`src/rtl/instr_fetch_unit.sv`:
```
// Instruction fetch unit: sequential PC fetch into a 2-entry {pc, instr} queue,
// valid/ready delivery downstream, and redirect flush for branches/jumps.
module instr_fetch_unit #(
    parameter int DATA_WIDTH = 32,
    parameter int ADDR_WIDTH = 32,
    parameter logic [ADDR_WIDTH-1:0] RESET_PC = 32'h0000_0000
) (
    input  logic                  clk,
    input  logic                  rst_n,
    output logic [ADDR_WIDTH-1:0] imem_address,
    output logic                  imem_re,
    input  logic [DATA_WIDTH-1:0] imem_rd,
    input  logic                  redirect_valid,
    input  logic [ADDR_WIDTH-1:0] redirect_pc,
    output logic                  inst_valid,
    input  logic                  inst_ready,
    output logic [DATA_WIDTH-1:0] inst_data,
    output logic [ADDR_WIDTH-1:0] inst_pc,
    output logic [31:0]           fetch_count
);

    logic [ADDR_WIDTH-1:0] fetch_pc;
    logic [1:0]            count;
    logic                  rd_ptr;
    logic                  wr_ptr;
    logic [ADDR_WIDTH-1:0] fifo_pc    [2];
    logic [DATA_WIDTH-1:0] fifo_instr [2];
    logic                  push;
    logic                  pop;
    logic [ADDR_WIDTH-1:0] redirect_target;

    // Redirect outranks both sides of the queue: no fetch, no delivery.
    assign inst_valid      = (count != 2'd0);
    assign pop             = inst_valid && inst_ready && !redirect_valid;
    assign push            = !redirect_valid && (!count[1] || pop);
    assign imem_re         = push && rst_n;
    assign imem_address    = {2'b00, fetch_pc[ADDR_WIDTH-1:2]};
    assign redirect_target = redirect_pc & ~ADDR_WIDTH'(3);

    assign inst_data = fifo_instr[rd_ptr];
    assign inst_pc   = fifo_pc[rd_ptr];

    always_ff @(posedge clk or negedge rst_n) begin
        if (!rst_n) begin
            fetch_pc    <= RESET_PC;
            count       <= 2'd0;
            rd_ptr      <= 1'b0;
            wr_ptr      <= 1'b0;
            fetch_count <= 32'd0;
        end else if (redirect_valid) begin
            fetch_pc <= redirect_target;
            count    <= 2'd0;
            rd_ptr   <= 1'b0;
            wr_ptr   <= 1'b0;
        end else begin
            if (push) begin
                fetch_pc <= fetch_pc + ADDR_WIDTH'(4);
                wr_ptr   <= ~wr_ptr;
            end
            if (pop) begin
                rd_ptr      <= ~rd_ptr;
                fetch_count <= fetch_count + 32'd1;
            end
            case ({push, pop})
                2'b10:   count <= count + 2'd1;
                2'b01:   count <= count - 2'd1;
                default: count <= count;
            endcase
        end
    end

    // Storage is cleared on reset so the head reads as zero while rst_n is low.
    always_ff @(posedge clk or negedge rst_n) begin
        if (!rst_n) begin
            for (int i = 0; i < 2; i++) begin
                fifo_pc[i]    <= '0;
                fifo_instr[i] <= '0;
            end
        end else if (push) begin
            fifo_pc[wr_ptr]    <= fetch_pc;
            fifo_instr[wr_ptr] <= imem_rd;
        end
    end

endmodule
```
`config.mk`:
```
export PLATFORM = sky130hd
export DESIGN_NAME = instr_fetch_unit
export DESIGN_NICKNAME = d
export VERILOG_FILES = /design/src/rtl/instr_fetch_unit.sv
export SDC_FILE = /design/constraint.sdc
export NUM_CORES = 1
export LEC_CHECK = 0
export BUFFER_PORTS_ARGS = -buffer_cell sky130_fd_sc_hd__buf_2
export CORE_ASPECT_RATIO = 0.5
export CORE_MARGIN = 4
export CORE_UTILIZATION = 59
export DETAILED_ROUTE_END_ITERATION = 7
export MAX_ROUTING_LAYER = met4
export PLACE_DENSITY = 0.95
export RECOVER_POWER = 25
export SLEW_MARGIN = 20
export SYNTH_ARGS = -nofsm -noshare
export SYNTH_HDL_FRONTEND = slang
export SYNTH_SLANG_ARGS = --single-unit
```
`constraint.sdc`:
```
create_clock -name clk -period 5.1 [get_ports clk]
set_input_delay 0.765 -clock clk [delete_from_list [all_inputs] [get_ports clk]]
set_output_delay 0.765 -clock clk [all_outputs]
set_load 0.03 [all_outputs]
```
# Yosys cells after proc, flatten, opt, wreduce, memory -nomap -nowiden
# Index checks and enable logic that the tools add are counted.
[totals]
register_bits = 196
latch_bits = 0
ram_bits = 0
mem_bits_ro = 0
word_cells = 54
n_memories = 0
[op_classes]
add_sub_neg = 4
mul = 0
div_mod_pow = 0
order_cmp = 3
eq_ne = 2
n_shift = 0
n_mux = 18
bitwise = 5
n_reduce_logical = 13
[op_table]
columns = ["operator", "count"]
rows = [
  ["$mux 32", 9],
  ["$bwmux 64", 2],
  ["$add 32x1->32 const B", 1],
  ["$add 32x3->32 const B", 1],
  ["$demux 32 s1", 1],
  ["$reduce_bool 2->1", 3],
  ["$logic_and 1x1->1", 5],
  ["$ge 2x2->1 const B", 2],
  ["$mux 1", 4],
  ["$not 1->2", 2],
  ["$pmux 2 s2", 1],
  ["$not 1->1", 3],
  ["$reduce_bool 3->1", 1],
  ["$add 2x1->2 const B", 1],
  ["$eq 2x1->1 const B", 1],
  ["$eq 2x2->1 const B", 1],
  ["$logic_not 1->1", 2],
  ["$lt 2x1->1 const B", 1],
  ["$mux 2", 1],
  ["$reduce_and 2->1", 1],
  ["$sub 2x1->2 const B", 1],
  ["$logic_or 1x1->1", 1],
]

# Logic depth before layout (Yosys ltp)
# Gate-level depths: netlist of the first run.
[depth]
word_depth = 8
depth_mapped = 6

# Worst setup path after synthesis of the first run
# Ideal clock, no wire load.
[synth_timing]
kind = "input -> output"
startpoint = "input port redirect_valid"
endpoint = "output port imem_re"
arrival_time_ns = 1.651
path_slack_ns = 2.684
stages = 4
n_path_buf = 2
cell_sequence = "clkbuf_1 clkinv_1 clkbuf_1 and3_1"
[synth_via]
elab_chain_cells = 5
[synth_rtl]
columns = ["element", "line_no", "rtl"]
rows = [
  ["start, declared", "13", "input logic redirect_valid,"],
  ["$logic_not 1->1 (*)", "34, 35", ""],
  ["$logic_and 1x1->1", "34", "assign pop = inst_valid && inst_ready && !redirect_valid;"],
  ["$logic_or 1x1->1", "35", "assign push = !redirect_valid && (!count[1] || pop);"],
  ["$logic_and 1x1->1 (*)", "35", ""],
  ["$logic_and 1x1->1 (*)", "36", "assign imem_re = push && rst_n;"],
  ["end, declared", "11", "output logic imem_re,"],
]
# Mark *: on every way between the ends. The rest lies on a longest branch, timed or not.

==> flow_metrics.tcl, run 1 <==
set metrics [dict create \
    syn_to_final_growth_pct 18.9 \
    critPathLaunchType "input port" \
    worst_pin_slew_ns 1.92 \
    grt_pass1_wl_um 33700 \
    first_iter_violations 388 \
    cp_cell_sequence "clkbuf_1 -> clkbuf_2" \
    total_power_mw 4.60 \
    clkTransAtPathRegs_ns 0.07 \
    viasPerCell 5.88 \
    netlist_area_sq_um 8760 \
    whs_path_depth 2 \
    path_class "in -> async" \
    r2r-end "fifo_instr[57]" \
    final.fill_count 957 \
    r2r_cells 4 \
    power.leakage_nw 4.73 \
    die_x_um 180 \
    ys_types 42 \
    synth_edf_count 0 \
    synthTopCellsByArea "dfrtp_1, mux2_2, xnor2_1" \
    antenna_left 0 \
    synth-seq-cells 190 \
    crit_path_end_kind "asynchronous set/reset pin" \
    synth.most_common_cell "dfrtp_1" \
    drv_slew 196 \
    clock_skew_ns 0.00978 \
    synthFlopType "dfrtp_1" \
    synth_top_area_frac 0.543 \
    finalSetupViolCount 0 \
    hold_end "fifo_pc[17]" \
    post-route-period-util 0.721 \
    final_layout_size_suffix_gt1_frac 0.463 \
    yosysWarnings 0 \
    rows 31 \
    min_period_ns 3.67 \
    fp.dieH_um 94.2 \
    critical_path_depth 2 \
    die_area_sq_um 17000 \
    grt_max_degree 81 \
    yosys.area.top_type "dfrtp_1" \
    nets 952 \
    hold_buffers 0 \
    timing.rr.start "count[1]" \
    cp.required_ns 5.13 \
    critPathSlowestCell "clkbuf_2" \
    dp.cells 1061 \
    worstPathMaxFanout 77 \
    outcome "complete, but fails checks" \
    yosysSeqAreaShare 0.543 \
    htree_levels 4 \
    violations "capacitance limit, slew limit" \
    cts_resized 0 \
    cap_violations 3 \
    tritoncts "built" \
    grt_overflow 0 \
    fp.coreArea_sq_um 14500 \
    syn_inst 705 \
    portBuffers 191 \
    crit_family "buffers and inverters" \
    post_cts_buffers 0 \
    dp_hpwl_um 13900 \
    drt-total-wl_um 20700 \
    ir_drop_uv 272 \
    hp-class "reg -> reg" \
    rsz0062_at_grt "no" \
    min_from "fifo_pc[17]" \
    cellPowerDensity_nw_per_um2 441 \
    gp_congestion 0.841 \
    clkLatencyLatePin_ns 0.42 \
    max_freq_mhz 272 \
    r2r_slack_ns 2.53 \
    slowest_delay_ns 1.58 \
    vias 6430 \
    grt_use_total 0.252 \
    tns_ns 0 \
    cp.arrival_ns 3.70 \
    fin_cells 1094 \
    finalHoldViolations 0 \
    first_pass_iters 5 \
    root_buffer "clkbuf_16" \
    cts_made_buffers 17 \
    antenna_found_initial 1 \
    slew_headroom -0.280 \
    wl_per_cell_um 18.9 \
    synthTopCellsByCount "dfrtp_1, mux2_2, nand2_1, clkbuf_1, nand3_1" \
    drc 0 \
    grt_pass1_vias 6584 \
    clockBufferDepth 2 \
    clock_sinks 190 \
    path_buf_inv 2 \
    async_flop_share 1.00 \
    start_util 0.604 \
    synth_area_per_cell_sq_um 12.4 \
    num_io_pins 198 \
]
==> kinds of logic (layout without fill, tap and decap cells) <==
kind of cell / count (synthesis) / after routing / share of synthesized area
mux: 180 / 180 / 0.231
simple gates: 171 / 171 / 0.105
other cells: 1 / 5 / 0.000428
buf+inv: 54 / 241 / 0.0280
flops: 190 / 190 / 0.543
fa+ha+maj: 2 / 2 / 0.00286
xor+xnor: 44 / 44 / 0.0440
compound gates: 63 / 63 / 0.0463
==> per-layer routing <==
metal	share of wire	vias to the layer above	global-route usage
met2	0.50	249	0.419
met4	0.032	0	0.0994
met1	0.42	3214	0.312
met5	0	-	-
met3	0.056	58	0.0483
li1	-	2909	-
==> layout by cell type, fill, tap and decap left out, types with 4 or more instances in the layout <==
| cell type | Yosys | final |
|---|---|---|
| mux2_2 | 179 | 179 |
| nand4_1 | 11 | 11 |
| inv_1 | 13 | 13 |
| xor2_1 | 21 | 21 |
| clkinv_4 | 0 | 4 |
| nor3_1 | 10 | 9 |
| conb_1 | 1 | 4 |
| and4_1 | 5 | 5 |
| clkbuf_16 | 0 | 17 |
| o31ai_1 | 11 | 11 |
| nor2_1 | 21 | 21 |
| nand3_1 | 27 | 26 |
| and3_1 | 5 | 5 |
| dfrtp_1 | 190 | 189 |
| nand2_1 | 46 | 46 |
| o21ai_0 | 23 | 23 |
| buf_2 | 6 | 190 |
| or4_1 | 19 | 19 |
| nor4_1 | 13 | 13 |
| a31oi_1 | 13 | 13 |
| xnor2_1 | 23 | 23 |
==> power by group <==
| group | switching, mW | internal [mW] | total, mW |
|---|---|---|---|
| registers | 0.209 | 1.80 | 2.01 |
| logic | 0.739 | 0.515 | 1.25 |
| clock network | 0.624 | 0.709 | 1.33 |
==> worst max-delay path by stage <==
stage	startpoint	end	slack, ns
floorplan	redirect_valid	imem_re	2.68
global placement	redirect_valid	fifo_instr[12]	1.25
detailed placement	redirect_valid	fifo_instr[14]	1.19
CTS	redirect_valid	imem_re	1.50
global route	rst_n	rd_ptr	0.69
finish	rst_n	rd_ptr	1.43
==> registers in the layout, indices dropped and copies added, names as in the netlist <==
signal,flops
fifo_pc,60
fetch_pc,30
fetch_count,32
count,2
rd_ptr,1
wr_ptr,1
fifo_instr,64
==> cell type report <==
| class | instances | area, sq um | area share |
|---|---|---|---|
| Clock inverter | 14 | 154 | 0.0148 |
| Antenna cell | 1 | 2.50 | 0.000240 |
| Clock buffer | 18 | 439 | 0.0421 |
| Timing Repair Buffer | 195 | 980 | 0.0940 |
| Multi-Input combinational cell | 464 | 3790 | 0.364 |
| Tap cell | 198 | 248 | 0.0238 |
| Inverter | 14 | 52.6 | 0.00504 |
| Sequential cell | 190 | 4760 | 0.456 |
==> stage by stage <==
step / worst slack (ns) / area, sq um / hold WS, ns / util
finish: 1.43 / 10400 / 0.484 / 0.719
global route: 0.690 / 10400 / 0.497 / 0.719
detailed placement: 1.19 / 9840 / 0.466 / 0.678
floorplan: 2.68 / 8770 / 0.444 / -
CTS: 1.50 / 10400 / 0.216 / 0.719
global placement: 1.25 / 9840 / 0.450 / 0.678
Note: power is estimated with default switching activity, not from simulation.
==> run 2, diff against run 1 <==
--- a/config.mk
+++ b/config.mk
@@ -8,10 +8,10 @@
 export BUFFER_PORTS_ARGS = -buffer_cell sky130_fd_sc_hd__buf_2
 export CORE_ASPECT_RATIO = 0.5
 export CORE_MARGIN = 4
-export CORE_UTILIZATION = 59
+export CORE_UTILIZATION = 54
 export DETAILED_ROUTE_END_ITERATION = 7
 export MAX_ROUTING_LAYER = met4
-export PLACE_DENSITY = 0.95
+export PLACE_DENSITY = 0.89
 export RECOVER_POWER = 25
 export SLEW_MARGIN = 20
 export SYNTH_ARGS = -nofsm -noshare
==> constraint.sdc (replaced) <==
create_clock -name clk -period 3.8 [get_ports clk]
set_input_delay 0.57 -clock clk [delete_from_list [all_inputs] [get_ports clk]]
set_output_delay 0.57 -clock clk [all_outputs]
set_load 0.03 [all_outputs]
==> run 2 against run 1 <==
Net effect:
- the flow still finishes with violations (capacitance limit, slew limit)
- die area rose by 8.6%
- critical endpoint is now inst_data[12]
- first-iteration DRC count down 17%
- largest power group unchanged
- register-to-register slack worse by 1.3 ns
- sequential share of layout area is 0.27 points lower
- sequential power is 34% higher
- hold slack worse by 0.41 ns
- final cell count rose by 2.5%
- core utilization fell by 4.9 points
==> flow_metrics.tcl, run 2 (synthesis gave the netlist of run 1 again) <==
set metrics [dict create \
    outcome "complete, but fails checks" \
    violations "capacitance limit, slew limit" \
    slew_headroom -0.187 \
    grt_use_total 0.230 \
    start_util 0.560 \
    critPathLaunchType "flip-flop" \
    gp_congestion 0.842 \
    cts_resized 0 \
    power.leakage_nw 4.75 \
    fin_cells 1121 \
    worst_pin_slew_ns 1.78 \
    final_cell_area_sq_um 10500 \
    grt_pass1_vias 6624 \
    placed_cell_area_sq_um 9900 \
    drc 0 \
    rsz0062_at_grt "no" \
    ir_drop_uv 352 \
    finalHoldViolations 0 \
    clockBufferDepth 2 \
    final_cell_mix "buf_2, dfrtp_1, mux2_2, nand2_1, nand3_1" \
    cts_made_buffers 17 \
    fp.coreArea_sq_um 15700 \
    cp.required_ns 3.23 \
    worstPathMaxFanout 26 \
    root_buffer "clkbuf_16" \
    total_power_mw 6.15 \
    final_layout_size_suffix_gt1_frac 0.466 \
    critPathSlowestCell "dfrtp_2" \
    clkLatencyLatePin_ns 0.42 \
    cellPowerDensity_nw_per_um2 587 \
    whs_ns 0.0763 \
    post_cts_buffers 0 \
    setup_ws_ns 0.987 \
    post-route-period-util 0.740 \
    grt_pass1_wl_um 33600 \
    dp_hpwl_um 13900 \
    largestRegisters "fifo_instr x64, fifo_pc x60, fetch_count x32" \
    wl_per_cell_um 18.3 \
    portBuffers 191 \
    num_io_pins 198 \
    dp.cells 1088 \
    finalSetupViolCount 0 \
    largest_reg_flops 64 \
    clkTransAtPathRegs_ns 0.08 \
    place_ws_ns 1.12 \
    die_area_sq_um 18500 \
    grt_max_degree 74 \
    grt_overflow 0 \
    syn_to_final_growth_pct 19.7 \
    slowest_delay_ns 0.81 \
    rows 32 \
    cp.arrival_ns 2.24 \
    tns_ns 0 \
    path_class "reg -> out" \
    min_period_ns 2.81 \
    hold_buffers 0 \
    timing.rr.start "count[1]" \
    htree_levels 4 \
    crit_start "rd_ptr" \
    viasPerCell 5.71 \
    first_pass_iters 5 \
    tritoncts "built" \
    die_x_um 188 \
    antenna_left 0 \
    final_common_cell "buf_2" \
    antenna_found_initial 1 \
    clock_skew_ns 0.0118 \
    drv_slew 146 \
    nets 956 \
    vias 6403 \
    drt-total-wl_um 20600 \
    hp-class "in -> async" \
    clock_sinks 190 \
    top_register "fifo_instr" \
    crit_path_end_kind "primary output" \
    cp_cell_sequence "buf_4 -> mux2_2 -> buf_2" \
    cap_violations 2 \
    finalCoreUtilization 0.670 \
    max_freq_mhz 355 \
    first_iter_violations 321 \
    fp.dieH_um 98.1 \
]
## run 2: power by group
part | switching (mW) | total, mW | internal (mW) | leakage, nW
clock network | 0.833 | 1.78 | 0.950 | 0.283
registers | 0.272 | 2.69 | 2.42 | 2.28
logic | 0.986 | 1.68 | 0.695 | 2.18
## run 2: worst max-delay path: cells and delay by family (launching register included)
| family | cells | cell delay (ns) |
|---|---|---|
| buffers and inverters | 2 | 0.60 |
| DFF | 1 | 0.81 |
| muxes | 1 | 0.39 |
## run 2: final timing paths
path	to	slack, ns	cells past startpoint
hold reg to reg	fetch_count[31]	0.47	1
setup reg to reg	fifo_instr[3]	1.27	3
hold / removal	fetch_count[16]	0.08	1
min in group clk	fetch_pc[11]	0.36	3
max in group asynchronous	rd_ptr	1.52	2
setup / recovery	inst_data[12]	0.99	3
## run 2: routing by layer
metal / vias up / share of wire / track usage
met5: - / 0 / -
met4: 0 / 0.023 / 0.0744
met3: 42 / 0.056 / 0.0521
met2: 213 / 0.50 / 0.386
met1: 3223 / 0.42 / 0.280
li1: 2925 / - / -
## run 2: layout make-up
class / instances / area, sq um
fill: 1153 / 5170
sequential: 190 / 4760
multi-input combinational: 464 / 3790
timing repair buffer: 199 / 1020
clock buffer: 18 / 439
tap: 221 / 277
clock inverter: 14 / 149
inverter: 14 / 52.6
antenna: 1 / 2.50
==> run 3, diff against run 2 <==
--- a/config.mk
+++ b/config.mk
@@ -8,10 +8,10 @@
 export BUFFER_PORTS_ARGS = -buffer_cell sky130_fd_sc_hd__buf_2
 export CORE_ASPECT_RATIO = 0.5
 export CORE_MARGIN = 4
-export CORE_UTILIZATION = 54
+export CORE_UTILIZATION = 49
 export DETAILED_ROUTE_END_ITERATION = 7
 export MAX_ROUTING_LAYER = met4
-export PLACE_DENSITY = 0.89
+export PLACE_DENSITY = 0.85
 export RECOVER_POWER = 25
 export SLEW_MARGIN = 20
 export SYNTH_ARGS = -nofsm -noshare
==> constraint.sdc (replaced) <==
create_clock -name clk -period 2.4 [get_ports clk]
set_input_delay 0.36 -clock clk [delete_from_list [all_inputs] [get_ports clk]]
set_output_delay 0.36 -clock clk [all_outputs]
set_load 0.03 [all_outputs]
==> run 3 against run 2 <==
Net effect:
- the run now ends clean
- critical path depth unchanged
- cell area rose by 1.6%
- clock power grew 63%
- die area up 9.6%
- global-route usage fell by 1.7 points
- sequential cell count is the same
- sequential share of layout area shrank 0.69 points
- routed wire length hardly changed
- largest power group unchanged
==> flow_metrics.tcl, run 3 (synthesis gave the netlist of run 1 again) <==
set metrics [dict create \
    grt_pass1_wl_um 33300 \
    grt_max_degree 96 \
    final_layout_size_suffix_gt1_frac 0.469 \
    sequentialPowerShare 0.430 \
    place_ws_ns 0.204 \
    drc 0 \
    first_iter_violations 248 \
    tritoncts "built" \
    total_power_mw 9.85 \
    num_io_pins 198 \
    post_cts_buffers 0 \
    post-route-period-util 0.931 \
    grt_overflow 0 \
    slew_headroom 0.239 \
    start_util 0.502 \
    crit_start "rd_ptr" \
    largest_reg_flops 64 \
    tns_ns 0 \
    r2r_slack_ns 0.22 \
    hold_end "fetch_pc[10]" \
    final_common_cell "buf_2" \
    drv_slew 0 \
    clockBufferDepth 2 \
    nets 966 \
    r2r-end "fetch_pc[28]" \
    clkTransAtPathRegs_ns 0.07 \
    gp_congestion 0.810 \
    dp_hpwl_um 14200 \
    crit_path_end_kind "primary output" \
    ir_drop_uv 646 \
    final_cell_area_sq_um 10600 \
    intPower_mw 6.53 \
    worstPathMaxFanout 57 \
    htree_levels 4 \
    switching_share 0.337 \
    cp.required_ns 2.04 \
    path_class "reg -> out" \
    rsz0062_at_grt "no" \
    viasPerCell 5.53 \
    whs_path_depth 3 \
    met3_length_um 827 \
    r2r_cells 4 \
    comb_power_share 0.276 \
    fp.dieH_um 103 \
    cts_made_buffers 17 \
    placed_cell_area_sq_um 10000 \
    p_switching_mw 3.32 \
    die_x_um 197 \
    root_buffer "clkbuf_16" \
    grt_pass1_vias 6585 \
    max_freq_mhz 448 \
    top_layer "met4" \
    outcome "completed" \
    final_cell_mix "buf_2, dfrtp_1, mux2_2, nand2_1, nand3_1" \
    met2_length_um 10600 \
    power.share.clock 0.294 \
    finalCoreUtilization 0.611 \
    finalHoldViolations 0 \
    largestRegisters "fifo_instr x64, fifo_pc x60, fetch_count x32" \
    clock_sinks 190 \
    first_pass_iters 4 \
    vias 6314 \
    hp-class "in -> reg" \
    clkLatencyLatePin_ns 0.43 \
    min_period_ns 2.23 \
    grt_use_total 0.214 \
    rows 34 \
    drt-total-wl_um 20500 \
    antenna_left 0 \
    met1Wirelength_um 8790 \
    top_register "fifo_instr" \
    clock_skew_ns 0.0153 \
    n_antenna_cell 0 \
    cellPowerDensity_nw_per_um2 925 \
    wl_per_cell_um 18.0 \
    cap_violations 0 \
    antenna_found_initial 0 \
    fp.coreArea_sq_um 17400 \
    setup_ws_ns 0.166 \
    die_area_sq_um 20200 \
    syn_to_final_growth_pct 21.5 \
    power.leakage_nw 4.82 \
    min_from "redirect_pc[10]" \
    cp.arrival_ns 1.87 \
    timing.rr.start "fetch_pc[5]" \
    worst_pin_slew_ns 1.14 \
    critPathLaunchType "flip-flop" \
    portBuffers 191 \
    finalSetupViolCount 0 \
]
[run 3: critical path, stage by stage, from the launching register on]
cell     delay (ns)
dfrtp_2        0.48
buf_12         0.30
mux2_2         0.40
buf_2          0.18
[run 3: how the worst max path moves through the flow]
stage | endpoint | slack [ns] | cells past startpoint
global route | inst_data[17] | 0.12 | 3
global placement | fetch_pc[26] | 0.23 | 5
floorplan | fetch_pc[26] | 0.22 | 6
CTS | inst_pc[20] | 0.15 | 3
detailed placement | fetch_pc[28] | 0.20 | 5
finish | inst_data[17] | 0.17 | 3
[run 3: power by group through the flow]
| stage | Combinational (mW) | Clock, mW | Sequential [mW] |
|---|---|---|---|
| 2_1_floorplan | 1.82 | 0 | 4.34 |
| 3_3_place_gp | 2.68 | 0 | 4.23 |
| 3_5_place_dp | 2.74 | 0 | 4.29 |
| 4_1_cts | 2.76 | 2.96 | 4.23 |
| 5_1_grt | 2.91 | 3.09 | 4.32 |
| 6_report | 2.72 | 2.90 | 4.23 |
[run 3: cell type report]
type | count | area [sq um]
inverters | 14 | 52.6
fillers | 1344 | 6790
flip-flops and latches | 190 | 4760
repair buffers | 209 | 1160
clock buffers | 17 | 425
clock inverters | 14 | 171
multi-input cells | 464 | 3790
well taps | 234 | 293
[run 3: through the flow]
stage	cells	hold WS [ns]
floorplan	708	0.0644
global placement	1110	0.272
detailed placement	1110	0.280
CTS	1142	0.122
global route	1142	0.147
finish	1142	0.144
[run 3: routing by layer]
layer | vias to the layer above | GRT usage
met5 | - | -
met4 | 0 | 0.0809
met3 | 29 | 0.0392
met2 | 151 | 0.363
met1 | 3198 | 0.260
li1 | 2936 | -
[run 3: what timing repair did]
item,4_1_cts,5_1_grt
resized for setup,0,0
endpoints found under the hold margin,32,0
hold buffers,1,0
